[config.mk]
export PLATFORM = sky130hd
export DESIGN_NAME = dmem_wb_stage
export DESIGN_NICKNAME = d
export VERILOG_FILES = /design/src/rtl/dmem_wb_stage.sv
export SDC_FILE = /design/constraint.sdc
export NUM_CORES = 2
export LEC_CHECK = 0
export ABC_AREA = 1
export CORE_UTILIZATION = 50
export CTS_CLUSTER_SIZE = 14
export DETAILED_ROUTE_END_ITERATION = 8
export HOLD_SLACK_MARGIN = 0.06
export PLACE_DENSITY = 0.66
export SLEW_MARGIN = 20
export SYNTH_ARGS = -nofsm -noshare
export SYNTH_HDL_FRONTEND = slang
export SYNTH_SLANG_ARGS = --single-unit
[constraint.sdc]
create_clock -name clk -period 12.4 [get_ports clk]
set_input_delay 1.86 -clock clk [delete_from_list [all_inputs] [get_ports clk]]
set_output_delay 1.86 -clock clk [all_outputs]
set_load 0.02 [all_outputs]
[src/rtl/dmem_wb_stage.sv]
// dmem_wb_stage: data memory, MEM/WB register and write-back mux merged
// into one handshaked stage between EX/MEM and the register file port.
//
// One operation is in flight at a time. It is captured in IDLE, waits
// WAIT_CYCLES cycles in BUSY, and completes at the single DONE edge. At that
// edge the store commits and the w_* outputs are registered. Flush drops the
// in-flight operation. Flush asserted in IDLE blocks acceptance.
//
// Optional build feature, macro DMEM_PARITY_EN: keeps one even-parity bit per
// stored byte, checks it on loads, and reports a mismatch on w_perr. A
// mismatch also suppresses the register write.

module dmem_wb_stage #(
  parameter int DEPTH       = 64,
  parameter int WAIT_CYCLES = 0,
  parameter int DEST_W      = 5
) (
  input  logic              clk,
  input  logic              rst_n,
  input  logic              m_valid,
  output logic              m_ready,
  input  logic              m_wreg,
  input  logic              m_m2reg,
  input  logic              m_wmem,
  input  logic [1:0]        m_size,
  input  logic              m_unsigned,
  input  logic [DEST_W-1:0] m_dest,
  input  logic [31:0]       m_r,
  input  logic [31:0]       m_qb,
  input  logic              flush,
  output logic              w_valid,
  output logic              w_wreg,
  output logic [DEST_W-1:0] w_dest,
  output logic [31:0]       w_data,
  output logic              w_misalign
`ifdef DMEM_PARITY_EN
  ,
  output logic              w_perr
`endif
);

  localparam int AW = $clog2(DEPTH);

  localparam logic [1:0] S_IDLE = 2'd0;
  localparam logic [1:0] S_BUSY = 2'd1;
  localparam logic [1:0] S_DONE = 2'd2;

  logic [1:0]        state;
  logic [2:0]        wcnt;

  // Operation fields captured at accept and held until the next accept
  logic              c_wreg;
  logic              c_m2reg;
  logic              c_wmem;
  logic [1:0]        c_size;
  logic              c_unsigned;
  logic [DEST_W-1:0] c_dest;
  logic [31:0]       c_r;
  logic [31:0]       c_qb;

  logic [31:0]       mem [DEPTH];

  logic              accept;
  logic              done_fire;
  logic [AW-1:0]     widx;
  logic              misalign;
  logic              is_load;
  logic              do_store;
  logic              perr;
  logic [31:0]       rword;
  logic [7:0]        byte_sel;
  logic [15:0]       half_sel;
  logic [3:0]        lane_be;
  logic [31:0]       st_data;
  logic [31:0]       load_val;
  logic [31:0]       wb_data;

  assign m_ready   = (state == S_IDLE) && !flush;
  assign accept    = m_valid && m_ready;
  assign done_fire = (state == S_DONE) && !flush;

  // Upper address bits are dropped here, so addresses wrap at 4*DEPTH bytes
  assign widx     = c_r[AW+1:2];
  assign misalign = ((c_size == 2'b01) && c_r[0]) ||
                    (c_size[1] && (c_r[1:0] != 2'b00));
  assign is_load  = c_m2reg && !c_wmem;
  assign do_store = done_fire && c_wmem && !misalign;

  assign rword    = mem[widx];
  assign byte_sel = rword[{c_r[1:0], 3'b000} +: 8];
  assign half_sel = c_r[1] ? rword[31:16] : rword[15:0];

  // Lane enables, replicated store data and extended load value for the access size
  always_comb begin
    lane_be  = 4'b1111;
    st_data  = c_qb;
    load_val = rword;
    case (c_size)
      2'b00: begin
        lane_be  = 4'b0001 << c_r[1:0];
        st_data  = {4{c_qb[7:0]}};
        load_val = c_unsigned ? {24'h000000, byte_sel}
                              : {{24{byte_sel[7]}}, byte_sel};
      end
      2'b01: begin
        lane_be  = c_r[1] ? 4'b1100 : 4'b0011;
        st_data  = {2{c_qb[15:0]}};
        load_val = c_unsigned ? {16'h0000, half_sel}
                              : {{16{half_sel[15]}}, half_sel};
      end
      default: begin
        lane_be  = 4'b1111;
        st_data  = c_qb;
        load_val = rword;
      end
    endcase
  end

`ifdef DMEM_PARITY_EN
  logic [3:0] mpar [DEPTH];
  logic [3:0] perr_lane;

  // Recompute parity of the accessed lanes and compare with the stored bits
  always_comb begin
    perr_lane = 4'b0000;
    for (int i = 0; i < 4; i++) begin
      perr_lane[i] = lane_be[i] && ((^rword[8*i +: 8]) != mpar[widx][i]);
    end
  end

  assign perr = is_load && !misalign && (|perr_lane);

  // Parity bits follow every byte written by a store
  always_ff @(posedge clk) begin
    if (do_store) begin
      for (int i = 0; i < 4; i++) begin
        if (lane_be[i]) begin
          mpar[widx][i] <= ^st_data[8*i +: 8];
        end
      end
    end
  end
`else
  assign perr = 1'b0;
`endif

  // Misaligned operations report the address; loads return memory, others the ALU result
  assign wb_data = (!misalign && is_load) ? load_val : c_r;

  // Byte-lane store commit at the DONE edge; memory itself is never reset
  always_ff @(posedge clk) begin
    if (do_store) begin
      for (int i = 0; i < 4; i++) begin
        if (lane_be[i]) begin
          mem[widx][8*i +: 8] <= st_data[8*i +: 8];
        end
      end
    end
  end

  // Control FSM, operation capture and registered write-back outputs
  always_ff @(posedge clk or negedge rst_n) begin
    if (!rst_n) begin
      state      <= S_IDLE;
      wcnt       <= 3'd0;
      c_wreg     <= 1'b0;
      c_m2reg    <= 1'b0;
      c_wmem     <= 1'b0;
      c_size     <= 2'b00;
      c_unsigned <= 1'b0;
      c_dest     <= '0;
      c_r        <= 32'h0;
      c_qb       <= 32'h0;
      w_valid    <= 1'b0;
      w_wreg     <= 1'b0;
      w_misalign <= 1'b0;
      w_dest     <= '0;
      w_data     <= 32'h0;
`ifdef DMEM_PARITY_EN
      w_perr     <= 1'b0;
`endif
    end else begin
      w_valid    <= 1'b0;
      w_wreg     <= 1'b0;
      w_misalign <= 1'b0;
`ifdef DMEM_PARITY_EN
      w_perr     <= 1'b0;
`endif
      case (state)
        S_IDLE: begin
          if (accept) begin
            c_wreg     <= m_wreg;
            c_m2reg    <= m_m2reg;
            c_wmem     <= m_wmem;
            c_size     <= m_size;
            c_unsigned <= m_unsigned;
            c_dest     <= m_dest;
            c_r        <= m_r;
            c_qb       <= m_qb;
            wcnt       <= 3'(WAIT_CYCLES);
            if (WAIT_CYCLES == 0) begin
              state <= S_DONE;
            end else begin
              state <= S_BUSY;
            end
          end
        end
        S_BUSY: begin
          if (flush) begin
            state <= S_IDLE;
            wcnt  <= 3'd0;
          end else if (wcnt == 3'd1) begin
            state <= S_DONE;
            wcnt  <= 3'd0;
          end else begin
            wcnt <= wcnt - 3'd1;
          end
        end
        S_DONE: begin
          state <= S_IDLE;
          if (!flush) begin
            w_valid    <= 1'b1;
            w_wreg     <= c_wreg && !misalign && !perr;
            w_dest     <= c_dest;
            w_data     <= wb_data;
            w_misalign <= misalign;
`ifdef DMEM_PARITY_EN
            w_perr     <= perr;
`endif
          end
        end
        default: begin
          state <= S_IDLE;
          wcnt  <= 3'd0;
        end
      endcase
    end
  end

endmodule

==> Flow_metrics.wiki <==
{| class="wikitable"
! Metric !! Value
|-
| Dominant combinational cell family by area after synthesis || simple AND/OR/NAND/NOR gates
|-
| Async SR Flop Fraction || 5.36%
|-
| Wire length reported by the detailed router || 267,000 um
|-
| X dimension of the die || 414 um
|-
| Power per standard cell area || 181 nW/um2
|-
| Critical path fanouts, max || 64
|-
| Detailed-route via count || 56,637
|-
| Buffers and inverters on the worst path || 5
|-
| Met2 WL post-DR || 115,000 um
|-
| Routed length on met3 || 34,200 um
|-
| Post-synthesis xor/xnor area fraction || 0%
|-
| Cell area after placement || 88,500 um2
|-
| Sequential fraction of the synthesis area || 75.8%
|-
| Post-synth EDFFs || 2,048
|-
| Pre-Repair DR Iteration Count || 8
|-
| Vias in the first global route || 52,949
|-
| Uppermost signal routing layer after detailed routing || met5
|-
| Type of element capturing the critical path || register
|-
| Number of H-tree branching levels || 4
|-
| Worst ir drop on vdd || 150 uV
|-
| Met1 Wirelength || 102,000 um
|-
| Max capacitance violation total || 0
|-
| Slowest stage delay, CP || 0.82 ns
|-
| FF+latch count, synth || 2,164
|-
| Highest Clock Rate || 178 MHz
|-
| Clock sinks || 2,164
|-
| Slowest cell on the critical path || sky130_fd_sc_hd__buf_4
|-
| Number of distinct standard cells referenced by the synthesized netlist || 31
|-
| Maximum number of pins on one net before global-route repair || 119
|-
| Worst endpoint data arrival time || 6.09 ns
|-
| Clock Root Buffer || sky130_fd_sc_hd__clkbuf_16
|-
| Most frequent cell on the critical path || sky130_fd_sc_hd__buf_4
|-
| Final net count || 7,139
|-
| Core footprint || 168,000 um2
|-
| Synth Area per Inst || 12.2 um2
|-
| Post-CTS setup buffers || 0
|-
| Clock tree from TritonCTS || done
|-
| Max-slew violation count || 0
|-
| Type of element launching the critical path || register
|-
| Number of synthesis warnings || 0
|-
| Post-Syn Nets || 7,059
|-
| Hold-fix buffer count after cts || 0
|-
| Post-synthesis share of cell area spent on and, or, nand and nor gates || 17.4%
|-
| Cell Rows || 150
|-
| DP Wirelength || 157,000 um
|-
| Data required, critical path || 12.88 ns
|-
| Setup repair after global routing missed its margin || false
|-
| Worst clock skew on the final layout || 0.0383 ns
|-
| Layout cells sized above 1 || 6.89%
|-
| Overall die area || 172,000 um2
|-
| Cell family with most CP delay || buffers and inverters
|-
| Static leakage || 33.7 nW
|-
| Period Utilization, post-route || 45.2%
|-
| Clock transition at path regs || 0.06 ns
|-
| Ys flop type || sky130_fd_sc_hd__edfxtp_1
|-
| Number of buffers on the longest clock path || 3
|-
| Count of input and output buffers || 119
|-
| Cell area after layout || 94,900 um2
|-
| Initial antenna violation count || 12
|-
| Global-route usage over all layers || 30.8%
|-
| Area growth from synthesis to final layout || 11.7%
|-
| Cell chain of the critical path || buf_4, buf_4, nand2_2, buf_4, nor2_4, buf_4, buf_4, nand2_1, nor2_1
|-
| DRT iter0 DRCs || 8,708
|-
| Final hold violation count || 0
|-
| Hold_sp || w_dest[0]
|-
| # IOs || 120
|-
| Timing startpoint of the critical path || c_r[3]
|-
| WHS || 0.473 ns
|-
| Kind of critical path || reg2reg
|-
| Fraction of the mapped netlist area in adder cells || 0%
|-
| Min cycle time layout || 5.61 ns
|-
| Post-route DRC || 0
|-
| Number of instances in the synthesized netlist || 6,980
|-
| Hold Crit Class || reg2reg
|-
| Setup slack on the worst flop-to-flop path || 6.79 ns
|-
| Antenna viol nets, final || 0
|-
| Post-detailed-route wirelength per cell || 28.3 um
|-
| Number of buffers created by CTS || 206
|-
| Total negative slack || 0 ns
|-
| Fill cell instance count of the final layout || 13,400
|-
| Startpoint of the lowest-slack register-to-register path || c_r[3]
|-
| Routability Congestion || 0.979
|-
| Synthesized-area fraction occupied by ao, oa, aoi and oai cells || 3.94%
|-
| Detail-routed via count per cell || 5.99
|-
| Wire length of the first global-routing pass || 379,000 um
|-
| Overflow after GRT || 0
|-
| Multiplexer share of the synthesized area || 0%
|-
| Die extent in y || 414 um
|-
| Relative slew slack || 18.8%
|-
| Initial Utilization || 50.6%
|-
| Transition at the pin with the smallest max-transition slack || 1.21 ns
|-
| Clock latency at the later pin of the worst-skew pair || 0.85 ns
|-
| Status || completed
|-
| Netlist area before placement || 85,000 um2
|-
| Post-CTS sizing || 0
|-
| Finish-stage setup viols || 0
|}
==> cell usage after synthesis (all sizes together), types with 4 or more instances <==
cell type     n  area (um2)
a21oi       186         931
a22oi       122         916
buf         224        1110
clkbuf      131         492
dfrtp       116        2900
edfxtp     2048       61500
inv         209         785
nand2      2640        9910
nand3       174         881
nand3b       10        75.1
nand4       253        1580
nor2        522        1990
nor3         17        85.1
o211ai       21         158
o21a          9        67.6
o21ai       242        1210
o2bb2ai       4        35.0
or2          47         294
==> flip-flops by register name (all words and copies together), names as in the netlist <==
name and count:
c_dest 5, c_m2reg 1, c_qb 32, c_r 32, c_size 2, c_unsigned 1
c_wmem 1, c_wreg 1, mem 2048, state 1, w_data 32, w_dest 5
w_misalign 1, w_valid 1, w_wreg 1
==> stage by stage <==
| step | instances | power, mW | setup slack, ns | utilization (%) |
|---|---|---|---|---|
| 6_report | 9450 | 17.1 | 6.79 | 56.5 |
| 3_3_place_gp | 9056 | 11.1 | 6.87 | 52.7 |
| 2_1_floorplan | 6980 | 9.94 | 8.15 | - |
| 3_5_place_dp | 9056 | 11.1 | 6.93 | 52.7 |
| 4_1_cts | 9437 | 17.1 | 6.94 | 56.5 |
| 5_1_grt | 9439 | 17.5 | 6.75 | 56.5 |
==> worst register-to-register path, delay by kind of cell, from the launching register on <==
kind / cells / cell delay (ns)
flip-flops: 1 / 0.78
buffers and inverters: 5 / 2.67
AND/OR/NAND/NOR: 4 / 1.80
==> routing by layer <==
layer | up-vias | global-route usage, %
met5 | - | 0.583
met4 | 18 | 16.6
met3 | 656 | 8.98
met2 | 3761 | 44.3
met1 | 27820 | 42.3
li1 | 24382 | -
==> area by class of cell <==
type	instances	area (um2)	share of cell area, %
sequential	2164	64400	67.9
multi-input combinational	4251	18400	19.4
clock buffer	259	5460	5.75
tap	2204	2760	2.91
timing repair buffer	227	2080	2.19
clock inverter	122	936	0.986
inverter	210	812	0.856
antenna	13	32.5	0.0343
==> cell families (layout without fill, tap and decap cells) <==
logic type,after synthesis,count (layout)
other cells,0,13
buf+inv,565,818
flops,2164,2164
simple gates,3663,3663
compound gates,588,588
==> worst paths after layout <==
| check | endpoint | depth (start not counted) |
|---|---|---|
| setup reg to reg | mem[35][22] | 9 |
| hold / removal | w_dest[0] | 2 |
| hold reg to reg | w_dest[0] | 2 |
| max in group asynchronous | c_r[3] | 2 |
| setup / recovery | mem[35][22] | 9 |
| min in group asynchronous | c_dest[2] | 1 |
==> cell usage in the layout, fill, tap and decap left out, types with 10 or more instances in the layout <==
cell	count
sky130_fd_sc_hd__nand3b_1	10
sky130_fd_sc_hd__clkinv_1	61
sky130_fd_sc_hd__clkbuf_1	45
sky130_fd_sc_hd__or2_2	47
sky130_fd_sc_hd__nand2_1	2626
sky130_fd_sc_hd__o21ai_0	222
sky130_fd_sc_hd__clkbuf_16	208
sky130_fd_sc_hd__dfrtp_1	104
sky130_fd_sc_hd__nand3_1	171
sky130_fd_sc_hd__inv_1	202
sky130_fd_sc_hd__a21oi_1	186
sky130_fd_sc_hd__nor2_1	509
sky130_fd_sc_hd__bufinv_16	11
sky130_fd_sc_hd__a22oi_1	122
sky130_fd_sc_hd__buf_4	102
sky130_fd_sc_hd__nand2_2	12
sky130_fd_sc_hd__o21ai_1	11
sky130_fd_sc_hd__clkdlybuf4s50_1	118
sky130_fd_sc_hd__dfrtp_2	10
sky130_fd_sc_hd__clkinv_2	34
sky130_fd_sc_hd__edfxtp_1	2048
sky130_fd_sc_hd__diode_2	13
sky130_fd_sc_hd__nand4_1	253
sky130_fd_sc_hd__o211ai_1	21
==> power breakdown <==
part           leakage (nW)  internal (mW)  switching [mW]
clock                  3.12           3.34            2.74
combinational          10.5          0.531            2.01
sequential             20.0           8.45          0.0860
total                  33.7           12.3            4.83
(Power assumes the default switching activity.)
